**src/rtl/mem_arbiter.sv**
```systemverilog
// Two-port round-robin memory bus arbiter with bounded-wait abort.
// One requester owns the bus per grant; an IDLE cycle separates grants.
module mem_arbiter #(
  parameter int WIDTH   = 16,
  parameter int TIMEOUT = 255,
  parameter int TO_BITS = 8
) (
  input  logic             clock,
  input  logic             reset,
  input  logic             req0_read,
  input  logic             req0_write,
  input  logic [WIDTH-1:0] req0_addr,
  input  logic [WIDTH-1:0] req0_wdata,
  output logic             ack0,
  input  logic             req1_read,
  input  logic             req1_write,
  input  logic [WIDTH-1:0] req1_addr,
  input  logic [WIDTH-1:0] req1_wdata,
  output logic             ack1,
  output logic [WIDTH-1:0] rdata,
  output logic             mem_read,
  output logic             mem_write,
  output logic [WIDTH-1:0] mem_addr,
  output logic [WIDTH-1:0] mem_wdata,
  input  logic             mem_ack,
  input  logic [WIDTH-1:0] mem_rdata,
  output logic [1:0]       grant,
  output logic [1:0]       state,
  output logic             timeout_err
);

  typedef enum logic [1:0] {
    IDLE   = 2'd0,
    GRANT0 = 2'd1,
    GRANT1 = 2'd2,
    UNUSED = 2'd3
  } state_t;

  localparam logic [TO_BITS-1:0] TO_VAL = TO_BITS'(TIMEOUT);

  state_t             r_state, w_state_next;
  logic               r_last, w_last_next;
  logic [TO_BITS-1:0] r_cnt, w_cnt_next;
  logic               r_to_err, w_to_err_next;

  logic               w_v0, w_v1;
  logic               w_granted, w_port;
  logic               w_sel_rd, w_sel_wr, w_sel_valid;
  logic [WIDTH-1:0]   w_sel_addr, w_sel_wdata;

  assign w_v0 = req0_read | req0_write;
  assign w_v1 = req1_read | req1_write;

  // Granted-port input mux; shared by both GRANT states.
  assign w_granted   = (r_state == GRANT0) || (r_state == GRANT1);
  assign w_port      = (r_state == GRANT1);
  assign w_sel_rd    = w_port ? req1_read  : req0_read;
  assign w_sel_wr    = w_port ? req1_write : req0_write;
  assign w_sel_addr  = w_port ? req1_addr  : req0_addr;
  assign w_sel_wdata = w_port ? req1_wdata : req0_wdata;
  assign w_sel_valid = w_sel_rd | w_sel_wr;

  always_ff @(posedge clock or posedge reset) begin
    if (reset) begin
      r_state  <= IDLE;
      r_last   <= 1'b1;
      r_cnt    <= '0;
      r_to_err <= 1'b0;
    end else begin
      r_state  <= w_state_next;
      r_last   <= w_last_next;
      r_cnt    <= w_cnt_next;
      r_to_err <= w_to_err_next;
    end
  end

  always_comb begin
    w_state_next  = r_state;
    w_last_next   = r_last;
    w_cnt_next    = r_cnt;
    w_to_err_next = 1'b0;
    case (r_state)
      IDLE: begin
        w_cnt_next = '0;
        if (w_v0 && w_v1)
          w_state_next = r_last ? GRANT0 : GRANT1;
        else if (w_v0)
          w_state_next = GRANT0;
        else if (w_v1)
          w_state_next = GRANT1;
      end
      GRANT0, GRANT1: begin
        if (mem_ack) begin
          w_state_next = IDLE;
          w_last_next  = w_port;
        end else if (!w_sel_valid) begin
          w_state_next = IDLE;
        end else if (r_cnt == TO_VAL) begin
          // Abort but record this port as the winner so a waiting peer goes first.
          w_state_next  = IDLE;
          w_last_next   = w_port;
          w_to_err_next = 1'b1;
        end else if (r_cnt != {TO_BITS{1'b1}}) begin
          w_cnt_next = r_cnt + TO_BITS'(1);
        end
      end
      default: w_state_next = IDLE;
    endcase
  end

  assign mem_write   = w_granted & w_sel_wr;
  assign mem_read    = w_granted & w_sel_rd & ~w_sel_wr;
  assign mem_addr    = w_granted ? w_sel_addr  : '0;
  assign mem_wdata   = w_granted ? w_sel_wdata : '0;
  assign ack0        = (r_state == GRANT0) & mem_ack;
  assign ack1        = (r_state == GRANT1) & mem_ack;
  assign rdata       = mem_rdata;
  assign grant       = {r_state == GRANT1, r_state == GRANT0};
  assign state       = r_state;
  assign timeout_err = r_to_err;

endmodule

```
**config.mk**
```make
export PLATFORM = sky130hd
export DESIGN_NAME = mem_arbiter
export DESIGN_NICKNAME = d
export VERILOG_FILES = /design/src/rtl/mem_arbiter.sv
export SDC_FILE = /design/constraint.sdc
export NUM_CORES = 1
export LEC_CHECK = 0
export ABC_AREA = 1
export CAP_MARGIN = 30
export CORE_AREA = 2 2 55 57
export DETAILED_ROUTE_END_ITERATION = 12
export DIE_AREA = 0 0 57 59
export DONT_BUFFER_PORTS = 1
export GPL_ROUTABILITY_DRIVEN = 0
export MAX_ROUTING_LAYER = met4
export PLACE_DENSITY = 0.7
export SYNTH_ARGS = -nofsm -noshare
export SYNTH_HDL_FRONTEND = slang
export SYNTH_SLANG_ARGS = --single-unit
```
**constraint.sdc**
```tcl
create_clock -name clock -period 3.1 [get_ports clock]
set_input_delay 0.31 -clock clock [delete_from_list [all_inputs] [get_ports clock]]
set_output_delay 0.31 -clock clock [all_outputs]
set_load 0.01 [all_outputs]
```
Word-level counts from Yosys, hierarchy flattened
Index checks and enable logic that the tools add are counted.
{ "op_classes": {"eq_ne": 10, "bitwise": 9, "n_reduce_logical": 10, "add_sub_neg": 1, "n_mux": 26} }
{ "ops": {"columns": ["operator", "n"], "rows": [
  ["16-bit two-way mux", 4],
  ["8-bit two-way mux", 4],
  ["8-bit case mux with 2 select lines", 1],
  ["2-bit two-way mux", 7],
  ["1-bit two-way mux", 9],
  ["8-bit by 1-bit adder with 8-bit output (second input constant)", 1],
  ["8-bit equality test (second input constant)", 1],
  ["2-bit inequality test (second input constant)", 4],
  ["4-bit inequality test (second input constant)", 2],
  ["8-bit inequality test (second input constant)", 1],
  ["2-bit nonzero test", 3],
  ["1-bit bitwise AND", 5],
  ["5-bit AND reduction", 1],
  ["2-bit case mux with 2 select lines", 1],
  ["1-bit bitwise OR", 3],
  ["3-bit AND reduction", 1],
  ["2-bit by 1-bit equality test with 1-bit output (second input constant)", 1],
  ["2-bit equality test (second input constant)", 1],
  ["2-bit logical NOT", 1],
  ["2-bit AND reduction", 1],
  ["2-bit OR reduction", 1],
  ["1-bit logical AND", 1],
  ["1-bit logical OR", 1],
  ["1-bit NOT", 1]
]} }
{ "totals": {"input_bits": 87, "out_inout_bits": 57, "register_bits": 12} }

Longest topological paths before layout
{ "depth": {"ltp_word": 6, "mapped_depth": 11, "ltp_nobuf": 10} }

Worst setup path after synthesis
OpenSTA, ideal clock, no wires.
{ "synth_timing": {"kind": "register -> output", "from": "reg r_state[0], in the netlist state[0]", "to": "out mem_wdata[10]", "arrival_time_ps": 1431, "slack_ps": 1359, "path_stages_with_launch": 7, "cell_sequence": "dfrtp_1 > inv_1 > ha_1 > buf_2 > buf_1 > o21ai_0 > nor2_1"} }
{ "synth_via": {"elab_chain_len": 3, "elab_cells_between_ends": 5} }
{ "synth_rtl": {"columns": ["element", "line", "source"], "rows": [
  ["start: declaration", "41", "state_t r_state, w_state_next;"],
  ["start signal: assignment", "70", "r_state <= w_state_next;"],
  ["2-bit equality test or 2-bit by 1-bit equality test with 1-bit output (tied branches)", "55, 56", null],
  ["16-bit two-way mux or 1-bit logical OR (tied branches)", "60, 55", null],
  ["16-bit two-way mux *", "114", "assign mem_wdata = w_granted ? w_sel_wdata : '0;"],
  ["end: declaration", "24", "output logic [WIDTH-1:0] mem_wdata,"]
]} }
Every way passes the cells marked *; elsewhere a longest branch is shown, timed or not.

Final worst setup path
{ "layout_timing": {"from": "reg r_state[0], in the netlist state[0]", "to": "out mem_read"} }
{ "layout_via": {"elab_chain_len": 4, "elab_cells_between_ends": 8} }
{ "layout_rtl": {"columns": ["element", "line", "source"], "rows": [
  ["2-bit equality test *", null, null],
  ["net grant[1]", "27", "output logic [1:0] grant,"],
  ["1-bit two-way mux (tied with other cells)", "57", "assign w_sel_rd = w_port ? req1_read : req0_read;"],
  ["1-bit bitwise AND or 1-bit NOT (tied branches)", "112", "assign mem_read = w_granted & w_sel_rd & ~w_sel_wr;"],
  ["1-bit bitwise AND *", "112", null],
  ["end: declaration", "21", "output logic mem_read,"]
]} }
Mark *: on every way through the listed nets, which the timed path passes. The rest lies on a longest branch.

==> flow_summary.toml <==
[sta]
final-max-slew-violation-count = 0
timing.fmax_mhz = 427.5
whs_ps = 125.6
layout_min_cycle_time_ps = 2339
setup_violations = 0
final_hold_viol_count = 0
totalNegativeSetupSlack_ps = 0
relSlewSlack = 0.6865
worstMarginPinSlew_ps = 469.8
final_min_period_over_clock_period = 0.7545
grt_setup_unrepaired = "no"
clock_skew_ps = 3.467

[placed_design]
hpwlAfterDp_mm = 2.990
buffer_ports.inserted = 0

[clocking]
numClockSinks = 12
root_buffer = "sky130_fd_sc_hd__clkbuf_4"
worst_skew_pair.late_latency_ps = 280
total_clock_buffers_created_by_cts = 3
ctsLongestPathBuffers = 2
cts_max_level = 1
path_clk_slew_ps = 80
clock_tree_from_tritoncts = "done"
ctsResizeCount = 0

[global_routing]
grt_max_degree = 39
wire_length_of_the_first_global_routing_pass_mm = 5.271
grt_antenna_before_repair = 0
grt_pass1_vias = 1110
grt.total_usage = 0.2132
globalRouteOverflowTotal = 0

[synthesis]
synth_seq_cells = 12
synth_mux_area_frac = 0
synth_simple_gate_area_share = 0.4370
synth-compound-area-share = 0.1199
post_synth_xor_area_fraction = 0.01825
yosysWarningCount = 0
syn-mean-instance-area_um2 = 5.830
biggest_area_contributors_in_the_synthesized_netlist = "sky130_fd_sc_hd__nor2_1, sky130_fd_sc_hd__dfrtp_1, sky130_fd_sc_hd__o21ai_0, sky130_fd_sc_hd__nand2_1, sky130_fd_sc_hd__buf_4"
ys_seq_area_frac = 0.2094
synth-adder-area-share = 0.03475
synth-async-reset-ratio = 1.000
synthesis.area_um2 = 1440
synthDominantAreaCellType = "sky130_fd_sc_hd__nor2_1"
synthesis.nets = 338
synth_ff_type = "sky130_fd_sc_hd__dfrtp_1"
synth_enable_flop_cells = 0
post_synth_inst_count = 247
synth_top_family_by_area = "simple AND/OR/NAND/NOR gates"
synth.top_cell.area_share = 0.2033
yosysUniqueCellTypes = 27

[cells_and_area]
area_growth_from_synthesis_to_final_layout_pct = -7.211
antenna-diode-count = 0
nFillCells = 297
finalCoreUtilization = 0.4931
fraction_of_final_layout_cells_sized_beyond_drive_strength_1 = 0.08444
seqCellArea_um2 = 301.5
final_net_count = 317
multiInputGateArea_um2 = 878.3

[critical_path]
crit_path_end_kind = "output port"
critPathSlowestCell = "sky130_fd_sc_hd__dfrtp_1"
arrival_ps = 2030
worst_path_largest_cell_delay_ps = 450
cp_max_fo = 29
critical_path_required_ps = 2790
timing.critical_path.cells = "inv_1 > ha_1 > buf_4 > nand2_1 > nand2_2 > nand2_1 > nor2_1"
crit_family = "simple AND/OR/NAND/NOR gates"
crit-reg2reg-launch = "state[0]"
criticalPathCategory = "flop to output port"
startpoint_type = "flop"
cp_num_buf_inv = 2
critical_path.startpoint = "state[0]"
crit_top_cell = "sky130_fd_sc_hd__nand2_1"

[die]
start_util = 0.5314
design.core.area_um2 = 2710
fp.dieH_um = 59
fp.dieW_um = 57
design.portCount = 144
die_area_um2 = 3363
fp-row-count = 19

[pwr]
power_density_nw_per_um2 = 930.3
peakVddDrop_mv = 0.7097
cellLeakagePower_uw = 0.0007018

[routing]
detail_route.iter0.violations = 45
routed-via-count = 1418
drc_errors = 0
post_drt_wl_per_cell_um = 14.70
first_pass_iters = 4
drt.antenna.violating_nets = 0
wire_length_reported_by_the_detailed_router_mm = 3.764
avgViaCountPerCell = 5.539

[worst_hold_path]
hold_path_startpoint = "mem_ack"
timing.hold.worst.class = "input port to flop"

[job]
cap_violations = 0

[outcome]
run_status = "finished, final reports clean"
metal layers:
layer  up-vias  GRT usage  routed length, µm
met5         -          -                  0
met1       612     0.2701               1558
met3        12    0.06987                397
met2        82     0.3366               1734
li1        712          -                  -
met4         0    0.04319                 74
synth_stat cells (2+ instances only):
cell type / number
sky130_fd_sc_hd__xor2_1: 2
sky130_fd_sc_hd__o21ai_0: 32
sky130_fd_sc_hd__nand2_2: 8
sky130_fd_sc_hd__nand3_1: 14
sky130_fd_sc_hd__nor2_1: 78
sky130_fd_sc_hd__clkbuf_1: 7
sky130_fd_sc_hd__nand2_1: 41
sky130_fd_sc_hd__dfrtp_1: 11
sky130_fd_sc_hd__inv_1: 15
sky130_fd_sc_hd__buf_4: 17
sky130_fd_sc_hd__ha_1: 4
sky130_fd_sc_hd__nor3_1: 2
sky130_fd_sc_hd__buf_2: 2
repair_timing:
item | 4_1_cts | 5_1_grt
endpoints found under the hold margin | 11 | 0
setup buffers | 0 | 0
hold buffers | 1 | 0
path summary, 6_finish.rpt:
check | to | slack (ps) | depth (start not counted)
setup / recovery | mem_read | 760 | 7
hold / removal | timeout_err | 130 | 1
setup reg to reg | r_cnt[6] | 1050 | 10
hold reg to reg | r_last | 470 | 2
max in group asynchronous | r_last | 2270 | 2
min in group asynchronous | r_cnt[0] | 480 | 2
power by group:
group / switching, µW / internal [µW] / leakage, µW
Sequential: 33.6 / 190 / 0.000160
Combinational: 688 / 228 / 0.000527
Clock: 54.7 / 49.9 / 0.0000150
registers in the layout, summed over array words and instances, names as in the netlist:
signal       flops
r_cnt            8
state            2
r_last           1
timeout_err      1
layout by cell type (no fill, tap or decap), drive strengths merged:
cell	Yosys	final
a21oi	1	1
buf	22	2
clkbuf	7	4
dfrtp	11	11
dfstp	1	1
dlygate4sd3	0	1
ha	4	4
inv	17	17
nand2	49	49
nand3	16	16
nand3b	1	1
nand4	1	1
nor2	79	79
nor3	2	2
o21ai	32	32
o21bai	1	1
xnor2	1	1
xor2	2	2
through the flow:
| stage | cell area (µm²) | power [µW] | cells | setup WS (ps) |
|---|---|---|---|---|
| floorplan | 1440 | 1072 | 247 | 1359 |
| global placement | 1300 | 1137 | 251 | 1067 |
| detailed placement | 1300 | 1144 | 251 | 1042 |
| CTS | 1336 | 1254 | 256 | 722.4 |
| global route | 1336 | 1372 | 256 | 566.7 |
| finish | 1336 | 1243 | 256 | 761.0 |
cell families after synthesis:
family | count (synthesis)
buffers and inverters | 46
XOR/XNOR | 3
adder cells (fa/ha/maj) | 4
flip-flops | 12
AO/OA/AOI/OAI | 34
AND/OR/NAND/NOR | 148
area by class of cell:
cell class / instances / share of cell area
well taps: 31 / 0.02903
flip-flops and latches: 12 / 0.2257
multi-input cells: 189 / 0.6573
inverters: 17 / 0.04963
clock buffers: 4 / 0.01966
repair buffers: 3 / 0.01873
(Power assumes the default switching activity.)
